$ cat src/rtl/dmem_lsu.sv
// rtl/dmem_lsu.sv - load/store unit between execute stage and a valid/ready data bus
// One bus transaction per memory instruction; stalls the core until done, with misalignment and timeout flags.

module dmem_lsu #(
  parameter int unsigned TIMEOUT_CYCLES = 255
) (
  input  logic        clk_i,
  input  logic        rst_ni,
  input  logic        dmem_req_i,
  input  logic        dmem_wr_en_i,
  input  logic [1:0]  dmem_size_i,
  input  logic        dmem_zero_extend_i,
  input  logic [31:0] dmem_addr_i,
  input  logic [31:0] dmem_wdata_i,
  output logic        lsu_stall_o,
  output logic [31:0] lsu_rdata_o,
  output logic        lsu_misaligned_o,
  output logic        lsu_bus_err_o,
  output logic        bus_req_valid_o,
  input  logic        bus_req_ready_i,
  output logic [31:0] bus_req_addr_o,
  output logic        bus_req_we_o,
  output logic [3:0]  bus_req_be_o,
  output logic [31:0] bus_req_wdata_o,
  input  logic        bus_rsp_valid_i,
  input  logic [31:0] bus_rsp_rdata_i
);

  typedef enum logic [1:0] {
    S_IDLE = 2'd0,
    S_REQ  = 2'd1,
    S_WAIT = 2'd2,
    S_DONE = 2'd3
  } state_e;

  localparam logic [1:0] SZ_BYTE = 2'd0;
  localparam logic [1:0] SZ_HALF = 2'd1;

  localparam int unsigned CNT_W = $clog2(TIMEOUT_CYCLES + 1);
  localparam logic [CNT_W-1:0] CNT_LAST = CNT_W'(TIMEOUT_CYCLES - 1);

  state_e            state_q, state_d;
  logic [CNT_W-1:0]  cnt_q, cnt_d;
  logic [31:0]       rdata_q, rdata_d;
  logic              err_q, err_d;
  logic [31:0]       addr_q, addr_d;
  logic              we_q, we_d;
  logic [3:0]        be_q, be_d;
  logic [31:0]       wdata_q, wdata_d;
  logic [1:0]        size_q, size_d;
  logic              zext_q, zext_d;
  logic [1:0]        off_q, off_d;

  logic              misaligned_c;
  logic [3:0]        be_c;
  logic [31:0]       wdata_c;
  logic [31:0]       shifted_c;
  logic [31:0]       load_c;
  logic              stall_c;
  logic              mis_c;
  logic              valid_c;
  logic              timeout_c;

  // Size code 3 falls through to the word cases everywhere below.
  always_comb begin
    misaligned_c = 1'b0;
    be_c         = 4'hF;
    wdata_c      = dmem_wdata_i;
    case (dmem_size_i)
      SZ_BYTE: begin
        be_c    = 4'b0001 << dmem_addr_i[1:0];
        wdata_c = {4{dmem_wdata_i[7:0]}};
      end
      SZ_HALF: begin
        misaligned_c = dmem_addr_i[0];
        be_c         = 4'b0011 << dmem_addr_i[1:0];
        wdata_c      = {2{dmem_wdata_i[15:0]}};
      end
      default: begin
        misaligned_c = (dmem_addr_i[1:0] != 2'b00);
      end
    endcase
  end

  always_comb begin
    shifted_c = bus_rsp_rdata_i >> {off_q, 3'b000};
    case (size_q)
      SZ_BYTE: load_c = zext_q ? {24'h0, shifted_c[7:0]}
                               : {{24{shifted_c[7]}}, shifted_c[7:0]};
      SZ_HALF: load_c = zext_q ? {16'h0, shifted_c[15:0]}
                               : {{16{shifted_c[15]}}, shifted_c[15:0]};
      default: load_c = shifted_c;
    endcase
  end

  assign timeout_c = (cnt_q == CNT_LAST);

  always_comb begin
    state_d = state_q;
    cnt_d   = cnt_q;
    rdata_d = rdata_q;
    err_d   = 1'b0;
    addr_d  = addr_q;
    we_d    = we_q;
    be_d    = be_q;
    wdata_d = wdata_q;
    size_d  = size_q;
    zext_d  = zext_q;
    off_d   = off_q;
    stall_c = 1'b0;
    mis_c   = 1'b0;
    valid_c = 1'b0;
    case (state_q)
      S_IDLE: begin
        if (dmem_req_i) begin
          if (misaligned_c) begin
            mis_c = 1'b1;
          end else begin
            stall_c = 1'b1;
            addr_d  = {dmem_addr_i[31:2], 2'b00};
            we_d    = dmem_wr_en_i;
            be_d    = be_c;
            wdata_d = wdata_c;
            size_d  = dmem_size_i;
            zext_d  = dmem_zero_extend_i;
            off_d   = dmem_addr_i[1:0];
            cnt_d   = '0;
            state_d = S_REQ;
          end
        end
      end
      S_REQ: begin
        valid_c = 1'b1;
        stall_c = 1'b1;
        cnt_d   = cnt_q + 1'b1;
        // Acceptance on the final counted cycle still wins over the timeout.
        if (bus_req_ready_i) begin
          state_d = we_q ? S_DONE : S_WAIT;
        end else if (timeout_c) begin
          state_d = S_DONE;
          rdata_d = '0;
          err_d   = 1'b1;
        end
      end
      S_WAIT: begin
        stall_c = 1'b1;
        cnt_d   = cnt_q + 1'b1;
        if (bus_rsp_valid_i) begin
          state_d = S_DONE;
          rdata_d = load_c;
        end else if (timeout_c) begin
          state_d = S_DONE;
          rdata_d = '0;
          err_d   = 1'b1;
        end
      end
      default: begin
        state_d = S_IDLE;
      end
    endcase
  end

  always_ff @(posedge clk_i or negedge rst_ni) begin
    if (!rst_ni) begin
      state_q <= S_IDLE;
      cnt_q   <= '0;
      rdata_q <= '0;
      err_q   <= 1'b0;
      addr_q  <= '0;
      we_q    <= 1'b0;
      be_q    <= '0;
      wdata_q <= '0;
      size_q  <= '0;
      zext_q  <= 1'b0;
      off_q   <= '0;
    end else begin
      state_q <= state_d;
      cnt_q   <= cnt_d;
      rdata_q <= rdata_d;
      err_q   <= err_d;
      addr_q  <= addr_d;
      we_q    <= we_d;
      be_q    <= be_d;
      wdata_q <= wdata_d;
      size_q  <= size_d;
      zext_q  <= zext_d;
      off_q   <= off_d;
    end
  end

  // Combinational IDLE outputs are masked so nothing is requested while reset is held.
  assign lsu_stall_o      = stall_c & rst_ni;
  assign lsu_misaligned_o = mis_c & rst_ni;
  assign lsu_rdata_o      = rdata_q;
  assign lsu_bus_err_o    = err_q;
  assign bus_req_valid_o  = valid_c;
  assign bus_req_addr_o   = addr_q;
  assign bus_req_we_o     = we_q;
  assign bus_req_be_o     = be_q;
  assign bus_req_wdata_o  = wdata_q;

endmodule

$ cat config.mk
export PLATFORM = sky130hd
export DESIGN_NAME = dmem_lsu
export DESIGN_NICKNAME = d
export VERILOG_FILES = /design/src/rtl/dmem_lsu.sv
export SDC_FILE = /design/constraint.sdc
export NUM_CORES = 1
export LEC_CHECK = 0
export BUFFER_PORTS_ARGS = -buffer_cell sky130_fd_sc_hd__buf_2
export CORE_UTILIZATION = 50
export CTS_CLUSTER_DIAMETER = 150
export DETAILED_ROUTE_END_ITERATION = 6
export MAX_ROUTING_LAYER = met4
export PLACE_DENSITY = 0.84
export SLEW_MARGIN = 20
export SYNTH_ARGS = -nofsm -noshare
export SYNTH_HDL_FRONTEND = slang
export SYNTH_SLANG_ARGS = --single-unit
$ cat constraint.sdc
create_clock -name clk_i -period 3.1 [get_ports clk_i]
set_input_delay 0.31 -clock clk_i [delete_from_list [all_inputs] [get_ports clk_i]]
set_output_delay 0.31 -clock clk_i [all_outputs]
set_load 0.005 [all_outputs]
After elaboration in Yosys (flattened, before gate mapping)
Cells that the tools add are included.
{"block": "classes", "n_addsub": 1, "multipliers": 0, "div_mod_pow": 0, "magnitude_cmp": 0, "n_eq_ne": 8, "shift": 3, "n_mux": 31, "bitwise_logic": 3, "reduce_logical": 11}
{"cell": "$pmux W32 S2", "count": 3}
{"cell": "$mux W32", "count": 5}
{"cell": "$shr A32 B5 Y32", "count": 1}
{"cell": "$mux W8", "count": 2}
{"cell": "$pmux W8 S2", "count": 1}
{"cell": "$mux W1", "count": 10}
{"cell": "$mux W2", "count": 5}
{"cell": "$add A8 B1 Y8 const B", "count": 1}
{"cell": "$eq A8 B8 Y1 const B", "count": 1}
{"cell": "$pmux W4 S2", "count": 1}
{"cell": "$eq A2 B1 Y1 const B", "count": 3}
{"cell": "$logic_not A2 Y1", "count": 3}
{"cell": "$ne A2 B2 Y1 const B", "count": 3}
{"cell": "$pmux W1 S2", "count": 3}
{"cell": "$pmux W2 S3", "count": 1}
{"cell": "$reduce_and A3 Y1", "count": 2}
{"cell": "$reduce_bool A2 Y1", "count": 3}
{"cell": "$reduce_and A2 Y1", "count": 2}
{"cell": "$shl A1 B2 Y4 const A", "count": 1}
{"cell": "$shl A2 B2 Y4 const A", "count": 1}
{"cell": "$and A1 B1 Y1", "count": 2}
{"cell": "$eq A2 B2 Y1 const B", "count": 1}
{"cell": "$reduce_or A2 Y1", "count": 1}
{"cell": "$not A1 Y1", "count": 1}
{"block": "word_totals", "reg_bits": 115, "latch_bits": 0, "ram_bits": 0, "mem_bits_ro": 0, "input_bits": 105, "out_inout_bits": 105, "elab_cells": 68, "memories": 0}

Depth between registers and ports, before layout
Gate-level depths: netlist of the first run.
{"block": "logic_depth", "word_depth": 6, "ltp_mapped": 8, "ltp_nobuf": 6}

Worst setup path after synthesis of the first run
No wires, ideal clock.
{"block": "synth_timing", "path_kind": "flip-flop to output port", "start": "register state_q[0]", "end": "output lsu_stall_o", "arrival_ps": 1593, "required_time_ps": 2790, "slack_ps": 1197, "stages_incl_launch_ff": 8, "path_buffers": 2, "path_cell_list": "dfrtp_1 > inv_1 > ha_1 > nand2_1 > o21bai_1 > buf_2 > buf_1 > a21oi_1"}
{"block": "synth_between", "elab_chain_cells": 4, "elab_cells_between_ends": 6}
{"item": "start: declaration", "line": "42", "source": "state_e state_q, state_d;"}
{"item": "start signal: assignment", "line": "177", "source": "state_q <= state_d;"}
{"item": "$eq A2 B2 Y1 / $eq A2 B1 Y1 (equally long branches)", "line": "113", "source": "case (state_q)"}
{"item": "$reduce_or A2 Y1 (no source line)"}
{"item": "$pmux W1 S2 *", "line": "113"}
{"item": "$and A1 B1 Y1 *", "line": "192", "source": "assign lsu_stall_o = stall_c & rst_ni;"}
{"item": "end: declaration", "line": "15", "source": "output logic lsu_stall_o,"}
Mark *: on every way between the ends. The rest lies on a longest branch, timed or not.

Worst setup path in the final report of the first run
Ends and elaborated chain as after synthesis.

==> summary.log, run 1 <==
[die] top-level I/O count 210
[layout] Layout Nets 820
[logic_synthesis] Syn Area/Cell 11.3 um^2
[global_route] GRT overflow 0
[layout] area delta synth->final 35.4%
[sta] highest clock frequency the design can meet 427 MHz
[placement] dpl ws 0.852 ns
[global_route] largest net degree at the start of global routing 69
[clock_network] CTS tree built
[sta] Max Slew Vio Count 0
[pwr] total power divided by cell area 988 nW/um^2
[critical_path] element type at the critical path end output port
[sta] endpoints failing hold 0
[global_route] vias in the first global route 4805
[pwr] peak ir drop on the vdd network 0.000567 V
[critical_path] crit start category flip-flop
[layout] Core Util, Final 71.1%
[logic_synthesis] Netlist cell types 49
[route] Iter 0 DRT Violations 293
[sta] Least-Margin Pin Slew 0.841 ns
[die] DIE WIDTH 107 um
[clock_network] Clock Pin Slew Worst Setup and Hold Paths 0.06 ns
[route] Routed WL 14.9 mm
[logic_synthesis] count of mapped cells out of synthesis 489
[sta] time the final worst path needs with I/O delays and setup 2.34 ns
[clock_network] clock buffers created by TritonCTS 17
[sta] period utilization 75.5%
[route] number of nets with antenna violations after detailed routing 0
[sta] setup-violating endpoint count in the final report 0
[logic_synthesis] number of flops mapped to enable cells by yosys 0
[clock_network] # H-tree levels 4
[sta] final worst setup slack 0.760 ns
[logic_synthesis] Synth area leaders dfrtp_1 52%, mux2_2 9.0%, mux2i_1 7.4%
[clock_network] maximum buffer depth of the clock tree 2
[die] number of rows created at floorplan 37
[pwr] Leakage 3.74 nW
[logic_synthesis] async set or reset register ratio after synthesis 100%
[logic_synthesis] post-synthesis cell area 5520 um^2
[logic_synthesis] sequential share of the synthesized area 52.1%
[sta] clock skew after layout 0.00933 ns
[global_route] wire length of the first global-routing pass 23.4 mm
[logic_synthesis] dominant cell by count in the synthesized netlist dfrtp_1
[clock_network] clock insertion delay at the later pin of the skew report 0.52 ns
[die] initial core utilization 52.5%
[die] total core area 10500 um^2
[placement] number of input and output port buffers inserted 207
[route] DR WL/cell 17.4 um
[logic_synthesis] fraction of synthesized cell area taken by the top area cell type 52.1%
[die] floorplan die area 11500 um^2
[layout] filler instances 766
[placement] DP HPWL 10.3 mm
[logic_synthesis] top_reg_cell synth dfrtp_1
[logic_synthesis] number of warnings issued by yosys 0
[route] first-pass iteration count of the detailed router 5
[clock_network] clock net sink count 115
[logic_synthesis] commonest cells in the synthesized netlist 115 x dfrtp_1, 44 x mux2_2, 44 x nand2_1, 44 x o21ai_0, 41 x mux2i_1
[route] count of vias placed by the detailed router 4837
[sta] headroom to the max-slew limit 44.0%
[critical_path] Max FO, Critical Path 6
[logic_synthesis] cell type with the highest aggregate area in the netlist dfrtp_1
[logic_synthesis] flip-flop and latch count after synthesis 115
[global_route] global-route usage over all layers 27.5%
[route] post-route DRC violation count 0
[critical_path] crit path DAT 2.03 ns
[layout] diode count 0
[critical_path] Worst Path Required 2.79 ns
[clock_network] post-CTS resize count 0
[layout] share of post-route cells with drive strength above 1 41.0%
[route] via-per-instance ratio 5.64
[min_path] HP Class in2reg
[sta] total negative setup slack 0 ns
[job] Max-Cap Viols 0
[critical_path] Setup Crit Path Kind reg2out
[sta] RSZ-0062 raised after global routing no
[global_route] antenna violations before repair 0
[clock_network] cell at the root of the clock tree clkbuf_8
[placement] final weighted congestion in routability-driven placement 0.821
[run_status] run status finished, final reports clean
[die] vertical extent of the die 107 um
-- power by group --
part | switching (mW) | total, mW | internal [mW]
Combinational | 1.31 | 2.67 | 1.36
Sequential | 0.435 | 2.61 | 2.18
Clock | 0.696 | 2.11 | 1.41
-- registers in the layout, summed over array words and instances (netlist names) --
name / count
zext_q: 1
bus_req_we_o: 1
size_q: 2
cnt_q: 8
lsu_rdata_o: 32
lsu_bus_err_o: 1
bus_req_wdata_o: 32
off_q: 2
bus_req_addr_o: 30
bus_req_be_o: 4
state_q: 2
-- cells in the final DEF, fill, tap and decap left out, types with 2 or more instances in the layout --
cell type      netlist  layout
dfrtp_1            115     115
nand3_1              7       7
clkbuf_8             0       2
clkbuf_16            0      16
nand3b_1             9       9
mux2i_1             41      41
buf_2               13     206
bufinv_16            0       5
clkinv_4             0       2
nor2_1              22      22
a32o_1               7       7
dlygate4sd3_1        0      19
nor2b_1              9       9
a221o_1              8       8
clkbuf_1            11       2
buf_4                2       7
a211o_1             16      16
o31ai_1              3       3
inv_1                7       7
mux4_2               2       2
and2_1               2       2
ha_1                 6       6
or2_2                2       2
o21ai_0             44      44
a21boi_0             2       2
a21o_1               3       3
o21a_1               4       4
o41ai_1              2       2
mux2_2              44      44
o211ai_1             3       3
a21oi_1             24      24
nand2_1             44      44
conb_1               1       2
nor3_1               4       4
o2bb2ai_1            8       8
clkinvlp_4           0       3
-- cells by family (layout without fill, tap and decap cells) --
group | after synthesis | after routing | synth area share, %
buf+inv | 40 | 272 | 3.42
other cells | 1 | 2 | 0.0679
flops | 115 | 115 | 52.1
mux | 87 | 87 | 17.2
compound gates | 129 | 129 | 15.9
fa+ha+maj | 6 | 6 | 1.36
xor+xnor | 1 | 1 | 0.159
simple gates | 110 | 110 | 9.73
-- final cells by class --
type	instances	area (um^2)	area share, %
Inverter	7	26.3	0.352
Clock buffer	20	435	5.83
Sequential cell	115	2880	38.5
Clock inverter	12	204	2.73
Tap cell	136	170	2.28
Timing Repair Buffer	233	1290	17.3
Multi-Input combinational cell	335	2470	33.0
-- worst max-delay path: stages (launching register included) --
cell and delay, ns:
dfrtp_1 0.42, inv_1 0.10, ha_1 0.26, nand2_1 0.18, o21bai_4 0.23, a21oi_1 0.17, buf_2 0.15
-- what timing repair did --
item / CTS / global route
hold buffers: 15 / 4
endpoints found under the hold margin: 61 / 4
setup buffers: 0 / 0
-- metal layers --
metal	part of all wire [%]	wire, um	GRT usage (%)
met5	0	0	-
met4	1.9	281	9.49
met3	7.7	1150	9.12
met2	51	7640	45.5
met1	39	5860	31.4
-- through the flow --
step,power (mW),area (um^2),hold slack [ns],std cells
2_1_floorplan,4.14,5520,0.0144,490
3_3_place_gp,5.11,6650,0.371,807
3_5_place_dp,5.25,6650,0.372,807
4_1_cts,7.40,7430,0.000361,854
5_1_grt,7.84,7470,0.0000590,858
6_report,7.39,7470,0.0256,858
-- path summary, 6_finish.rpt --
| check | to | slack (ns) | from | depth (start not counted) |
|---|---|---|---|---|
| worst max-delay path | lsu_stall_o | 0.76 | state_q[0] | 6 |
| worst min-delay path | bus_req_addr_o[26] | 0.03 | dmem_addr_i[26] | 2 |
| worst max register to register | lsu_rdata_o[30] | 0.78 | state_q[0] | 6 |
| worst min register to register | bus_req_wdata_o[25] | 0.48 | bus_req_wdata_o[25] | 2 |
| max in group asynchronous | lsu_rdata_o[0] | 1.47 | rst_ni | 3 |
| min in group asynchronous | state_q[0] | 0.36 | rst_ni | 2 |
Note: power is estimated with default switching activity, not from simulation.
==> run 2: changes to the inputs <==
--- a/config.mk
+++ b/config.mk
@@ -6,11 +6,11 @@
 export NUM_CORES = 1
 export LEC_CHECK = 0
 export BUFFER_PORTS_ARGS = -buffer_cell sky130_fd_sc_hd__buf_2
-export CORE_UTILIZATION = 50
+export CORE_UTILIZATION = 45
 export CTS_CLUSTER_DIAMETER = 150
 export DETAILED_ROUTE_END_ITERATION = 6
 export MAX_ROUTING_LAYER = met4
-export PLACE_DENSITY = 0.84
+export PLACE_DENSITY = 0.8
 export SLEW_MARGIN = 20
 export SYNTH_ARGS = -nofsm -noshare
 export SYNTH_HDL_FRONTEND = slang
==> constraint.sdc (replaced) <==
create_clock -name clk_i -period 2.1 [get_ports clk_i]
set_input_delay 0.21 -clock clk_i [delete_from_list [all_inputs] [get_ports clk_i]]
set_output_delay 0.21 -clock clk_i [all_outputs]
set_load 0.005 [all_outputs]
==> run 2 against run 1 <==
Effect of this change:
- die area up 11%
- hold slack gained 0.0019 ns
- clock skew decreased by 0.0012 ns
- clock power increased by 35%
- final cell count is 0.35% higher
- routed wire length fell by 1.9%
- critical path depth did not move
- sequential power rose by 47%
- register-to-register slack lost 0.60 ns
- critical path type unchanged
- critical endpoint unchanged
==> summary.log, run 2 (same netlist as run 1, synthesis figures left out) <==
[critical_path] register-to-register path setup slack 0.18 ns
[clock_network] clock net sink count 115
[route] Iter 0 DRT Violations 301
[sta] clock skew after layout 0.00816 ns
[critical_path] Worst Path Required 1.89 ns
[pwr] peak ir drop on the vdd network 0.000771 V
[layout] leading cell types in the layout, fill and taps excluded 206 x buf_2, 115 x dfrtp_1, 44 x nand2_1, 44 x o21ai_0, 44 x mux2_2
[critical_path] r2r worst-path depth 7
[sta] setup-violating endpoint count in the final report 0
[layout] most common cell after layout, fill and taps aside buf_2
[layout] Layout Nets 813
[placement] number of input and output port buffers inserted 207
[critical_path] crit start category flip-flop
[pwr] switching power as a share of total power 32.9%
[clock_network] cell at the root of the clock tree clkbuf_16
[global_route] global-route usage over all layers 24.5%
[sta] time the final worst path needs with I/O delays and setup 1.96 ns
[critical_path] crit path DAT 1.75 ns
[sta] headroom to the max-slew limit 37.3%
[placement] placed cells 828
[sta] highest clock frequency the design can meet 510 MHz
[global_route] wire length of the first global-routing pass 23.4 mm
[placement] final weighted congestion in routability-driven placement 0.860
[sta] RSZ-0062 raised after global routing no
[sta] final worst setup slack 0.140 ns
[route] count of vias placed by the detailed router 4707
[clock_network] clock insertion delay at the later pin of the skew report 0.41 ns
[layout] diode count 0
[die] DIE WIDTH 113 um
[die] total core area 12000 um^2
[pwr] Leakage 3.71 nW
[sta] period utilization 93.4%
[die] number of rows created at floorplan 40
[route] post-route DRC violation count 0
[placement] DP HPWL 10.7 mm
[layout] Core Util, Final 61.5%
[min_path] HP Class in2reg
[placement] dpl ws 0.153 ns
[clock_network] # H-tree levels 4
[pwr] total power divided by cell area 1450 nW/um^2
[min_path] HP Start dmem_addr_i[27]
[route] first-pass iteration count of the detailed router 5
[pwr] total design power 10.7 mW
[global_route] antenna violations before repair 0
[critical_path] FF-to-FF Start state_q[1]
[clock_network] clock buffers created by TritonCTS 17
[layout] area delta synth->final 33.2%
[layout] share of post-route cells with drive strength above 1 42.7%
[run_status] run status finished, final reports clean
[critical_path] reg-to-reg endpoint bus_req_wdata_o[0]
[route] DR WL/cell 17.0 um
[die] top-level I/O count 210
[layout] Layout Cells excl Fill 861
[global_route] GRT overflow 0
[pwr] power spent charging and discharging nets 3.51 mW
[clock_network] CTS tree built
[sta] Least-Margin Pin Slew 0.940 ns
[route] Routed WL 14.6 mm
[clock_network] maximum buffer depth of the clock tree 2
[die] floorplan die area 12700 um^2
[job] Max-Cap Viols 0
[critical_path] element type at the critical path end output port
[sta] Max Slew Vio Count 0
[global_route] vias in the first global route 4786
[clock_network] Clock Pin Slew Worst Setup and Hold Paths 0.05 ns
[pwr] Combinational Power Share 37.5%
[pwr] internal power 7.17 mW
[route] via-per-instance ratio 5.47
[pwr] clock network fraction of design power 26.6%
[global_route] largest net degree at the start of global routing 76
[critical_path] Max FO, Critical Path 6
[die] vertical extent of the die 113 um
[sta] total negative setup slack 0 ns
[critical_path] Setup Crit Path Kind reg2out
[min_path] Worst Hold Path EP bus_req_addr_o[27]
[min_path] Hold Path Cell Cnt 2
[pwr] Sequential Power Share 35.9%
[route] number of nets with antenna violations after detailed routing 0
[die] initial core utilization 46.1%
[sta] endpoints failing hold 0
==> run 2: cell count changes in the layout (fill, tap and decap cells not counted), moves of 3 or more <==
cell	before	now
buf_4	7	17
bufinv_16	5	2
clkbuf_1	2	5
clkbuf_8	2	5
clkinvlp_4	3	0
dlygate4sd3_1	19	1
==> run 2: power by group through the flow <==
stage,clock [mW],combinational (mW),sequential [mW]
final,2.84,4.01,3.83
after global placement,0,3.83,3.79
after floorplan,0,2.27,3.85
after CTS,2.89,4.03,3.83
after detailed placement,0,4.00,3.84
after global routing,2.98,4.39,3.94
==> run 2: per-stage QoR <==
step                      cell area [um^2]  hold slack, ns
final                                 7350          0.0275
after global routing                  7350          0.0193
after CTS                             7350          0.0114
after detailed placement              6750           0.352
after global placement                6750           0.346
after floorplan                       5520         -0.0856
==> run 2: final cells by class <==
type	count	area, um^2
inverter	7	26.3
multi-input combinational	335	2470
tap	147	184
clock buffer	27	513
clock inverter	4	70.1
timing repair buffer	226	1210
fill	972	4610
sequential	115	2880
==> run 2: worst max-delay path by stage <==
| stage | from | endpoint | cells after the start | slack, ns |
|---|---|---|---|---|
| after detailed placement | state_q[0] | lsu_rdata_o[27] | 6 | 0.15 |
| after global routing | state_q[1] | lsu_rdata_o[27] | 7 | 0.02 |
| after floorplan | state_q[0] | bus_req_addr_o[11] | 7 | 0.22 |
| final | state_q[1] | lsu_stall_o | 6 | 0.14 |
| after global placement | state_q[0] | lsu_rdata_o[27] | 6 | 0.26 |
| after CTS | state_q[1] | lsu_stall_o | 6 | 0.07 |
==> run 2: critical path, cell delays in order (launching register included) <==
cell      delay (ns)
dfrtp_1         0.41
inv_1           0.10
ha_2            0.24
nand2_1         0.09
o21bai_4        0.18
a21oi_1         0.18
buf_2           0.14
==> run 2: what timing repair did <==
| action | CTS | global route |
|---|---|---|
| resized for setup | 0 | 2 |
| hold buffers | 1 | 0 |
| cloned | 0 | 0 |
| buffers inserted | 1 | 0 |
| setup endpoints to repair | 1 | 5 |
| endpoints found under the hold margin | 40 | 0 |
==> run 2: routing by layer <==
layer	GRT usage, %	share of wire, %
met1	28.5	41
met2	40.9	51
met3	7.02	7.0
met4	8.09	1.2
met5	-	0
==> run 3: changes to the inputs <==
--- a/config.mk
+++ b/config.mk
@@ -6,6 +6,7 @@
 export NUM_CORES = 1
 export LEC_CHECK = 0
 export BUFFER_PORTS_ARGS = -buffer_cell sky130_fd_sc_hd__buf_2
+export CORE_MARGIN = 3
 export CORE_UTILIZATION = 45
 export CTS_CLUSTER_DIAMETER = 150
 export DETAILED_ROUTE_END_ITERATION = 6
==> run 3 against run 2 <==
Effect of this change:
- clock power decreased by 12%
- utilization rose by 0.73 points
- non-clock buffer count increased by 1
- maximum frequency is 1.3% higher
- combinational power about the same
- sequential power about the same
- clock-buffer cell count fell by 5
- sequential cell count unchanged
- largest power group unchanged
==> summary.log, run 3 (same netlist as run 1, synthesis figures left out) <==
[sta] setup-violating endpoint count in the final report 0
[global_route] routing usage on met1 27.0%
[sta] total negative setup slack 0 ns
[route] Iter 0 DRT Violations 281
[critical_path] Max FO, Critical Path 7
[placement] final weighted congestion in routability-driven placement 0.839
[layout] Layout Nets 814
[sta] Least-Margin Pin Slew 0.637 ns
[clock_network] # H-tree levels 4
[route] via-per-instance ratio 5.54
[die] initial core utilization 47.1%
[pwr] switching power as a share of total power 33.8%
[die] DIE WIDTH 117 um
[critical_path] FF-to-FF Start state_q[0]
[layout] leading cell types in the layout, fill and taps excluded 206 x buf_2, 115 x dfrtp_1, 44 x nand2_1, 44 x o21ai_0, 44 x mux2_2
[route] number of nets with antenna violations after detailed routing 0
[route] first-pass iteration count of the detailed router 4
[pwr] total power divided by cell area 1430 nW/um^2
[global_route] largest net degree at the start of global routing 52
[sta] Max Slew Vio Count 0
[global_route] highest-utilization routing layer at the global route stage met2
[route] DR WL/cell 17.6 um
[clock_network] Clock Pin Slew Worst Setup and Hold Paths 0.05 ns
[critical_path] Worst Path Required 1.89 ns
[sta] highest clock frequency the design can meet 517 MHz
[critical_path] crit start category flip-flop
[job] Max-Cap Viols 0
[clock_network] clock buffers created by TritonCTS 17
[clock_network] clock net sink count 115
[route] post-route DRC violation count 0
[layout] diode count 0
[min_path] HP Class in2reg
[run_status] run status finished, final reports clean
[sta] time the final worst path needs with I/O delays and setup 1.94 ns
[clock_network] clock insertion delay at the later pin of the skew report 0.41 ns
[global_route] wire length of the first global-routing pass 24.0 mm
[critical_path] most used cell along the critical path inv_1
[critical_path] slowest cell on the critical path ha_2
[global_route] GRT overflow 0
[pwr] power spent charging and discharging nets 3.51 mW
[placement] number of input and output port buffers inserted 207
[pwr] Sequential Power Share 37.1%
[clock_network] CTS tree built
[critical_path] worst-path cell chain inv_1 > ha_2 > inv_1 > a21oi_1 > buf_2
[sta] period utilization 92.2%
[route] Routed WL 15.0 mm
[pwr] Leakage 3.68 nW
[critical_path] Setup Crit Path Kind reg2out
[die] top-level I/O count 210
[sta] endpoints failing hold 0
[layout] multi-input gate area in the final layout 2480 um^2
[layout] share of post-route cells with drive strength above 1 43.4%
[pwr] peak ir drop on the vdd network 0.000757 V
[die] floorplan die area 13600 um^2
[layout] Sequential Area 2880 um^2
[layout] filler instances 976
[global_route] met2 track utilization from global routing 39.2%
[critical_path] element type at the critical path end output port
[critical_path] crit path DAT 1.73 ns
[clock_network] maximum buffer depth of the clock tree 2
[sta] final worst setup slack 0.164 ns
[placement] DP HPWL 11.1 mm
[die] number of rows created at floorplan 39
[clock_network] cell at the root of the clock tree clkbuf_16
[die] vertical extent of the die 117 um
[global_route] antenna violations before repair 0
[min_path] HP Start dmem_addr_i[24]
[critical_path] source of the critical timing path state_q[1]
[placement] dpl ws 0.102 ns
[pwr] Combinational Power Share 38.7%
[global_route] vias in the first global route 4843
[layout] most common cell after layout, fill and taps aside buf_2
[sta] RSZ-0062 raised after global routing no
[global_route] global-route usage over all layers 23.6%
[layout] area delta synth->final 32.0%
[pwr] clock network fraction of design power 24.2%
[route] count of vias placed by the detailed router 4736
[sta] clock skew after layout 0.00742 ns
[pwr] internal power 6.87 mW
[sta] headroom to the max-slew limit 57.5%
[die] total core area 11700 um^2
[global_route] met3 Track Usage GR 6.79%
[critical_path] CP max stage delay 0.40 ns
-- run 3: cell count changes in the layout (fill, tap and decap cells not counted), moves of 2 or more --
cell / delta
clkbuf_1: -4
clkinv_2: +3
buf_4: +2
bufinv_16: -2
-- run 3: path summary, 6_finish.rpt --
| check | slack [ns] | depth (start not counted) | to |
|---|---|---|---|
| hold reg to reg | 0.48 | 2 | bus_req_wdata_o[21] |
| max in group asynchronous | 0.89 | 3 | lsu_rdata_o[23] |
| setup reg to reg | 0.17 | 7 | lsu_rdata_o[24] |
| min in group asynchronous | 0.26 | 2 | bus_req_addr_o[6] |
| setup / recovery | 0.16 | 5 | lsu_stall_o |
| hold / removal | 0.03 | 2 | bus_req_addr_o[24] |
-- run 3: routing by layer --
layer | vias to the layer above | share of wire, %
li1 | 2205 | -
met1 | 2330 | 40
met3 | 17 | 7.0
met5 | - | 0
met2 | 184 | 52
met4 | 0 | 1.3
-- run 3: worst max-delay path, delay by kind of cell (launching register included) --
kind            cells  cell delay (ns)
compound gates      1             0.17
buf+inv             3             0.36
flops               1             0.39
fa+ha+maj           1             0.40
-- run 3: final cells by class --
cell class,instances,area share [%]
sequential,115,39.5
clock inverter,6,0.447
timing repair buffer,227,16.5
tap,143,2.46
clock buffer,22,6.65
multi-input combinational,335,34.0
inverter,7,0.361
-- run 3: power by group through the flow --
| stage | clock (mW) | sequential, mW | combinational (mW) |
|---|---|---|---|
| 4_1_cts | 2.58 | 3.84 | 4.03 |
| 3_5_place_dp | 0 | 3.85 | 4.00 |
| 6_report | 2.51 | 3.85 | 4.02 |
| 5_1_grt | 2.69 | 3.96 | 4.47 |
| 3_3_place_gp | 0 | 3.79 | 3.86 |
| 2_1_floorplan | 0 | 3.85 | 2.27 |
-- run 3: timing repair --
item                                    4_1_cts  5_1_grt
hold buffers                                  1        0
endpoints found under the hold margin        22        0
endpoints found under the setup margin        1       17
pin swaps                                     0        0
setup buffers                                 3        0
cloned                                        0        0
gates resized for setup                       0        4
-- run 3: per-stage QoR --
stage	utilization [%]	power, mW	hold slack (ns)	area, um^2	instances
finish	62.2	10.4	0.0334	7280	855
CTS	62.1	10.5	0.0125	7270	855
global route	62.2	11.1	0.0128	7280	855
detailed placement	57.4	7.85	0.136	6720	823
global placement	57.4	7.65	0.130	6720	823
floorplan	-	6.12	-0.0856	5520	490
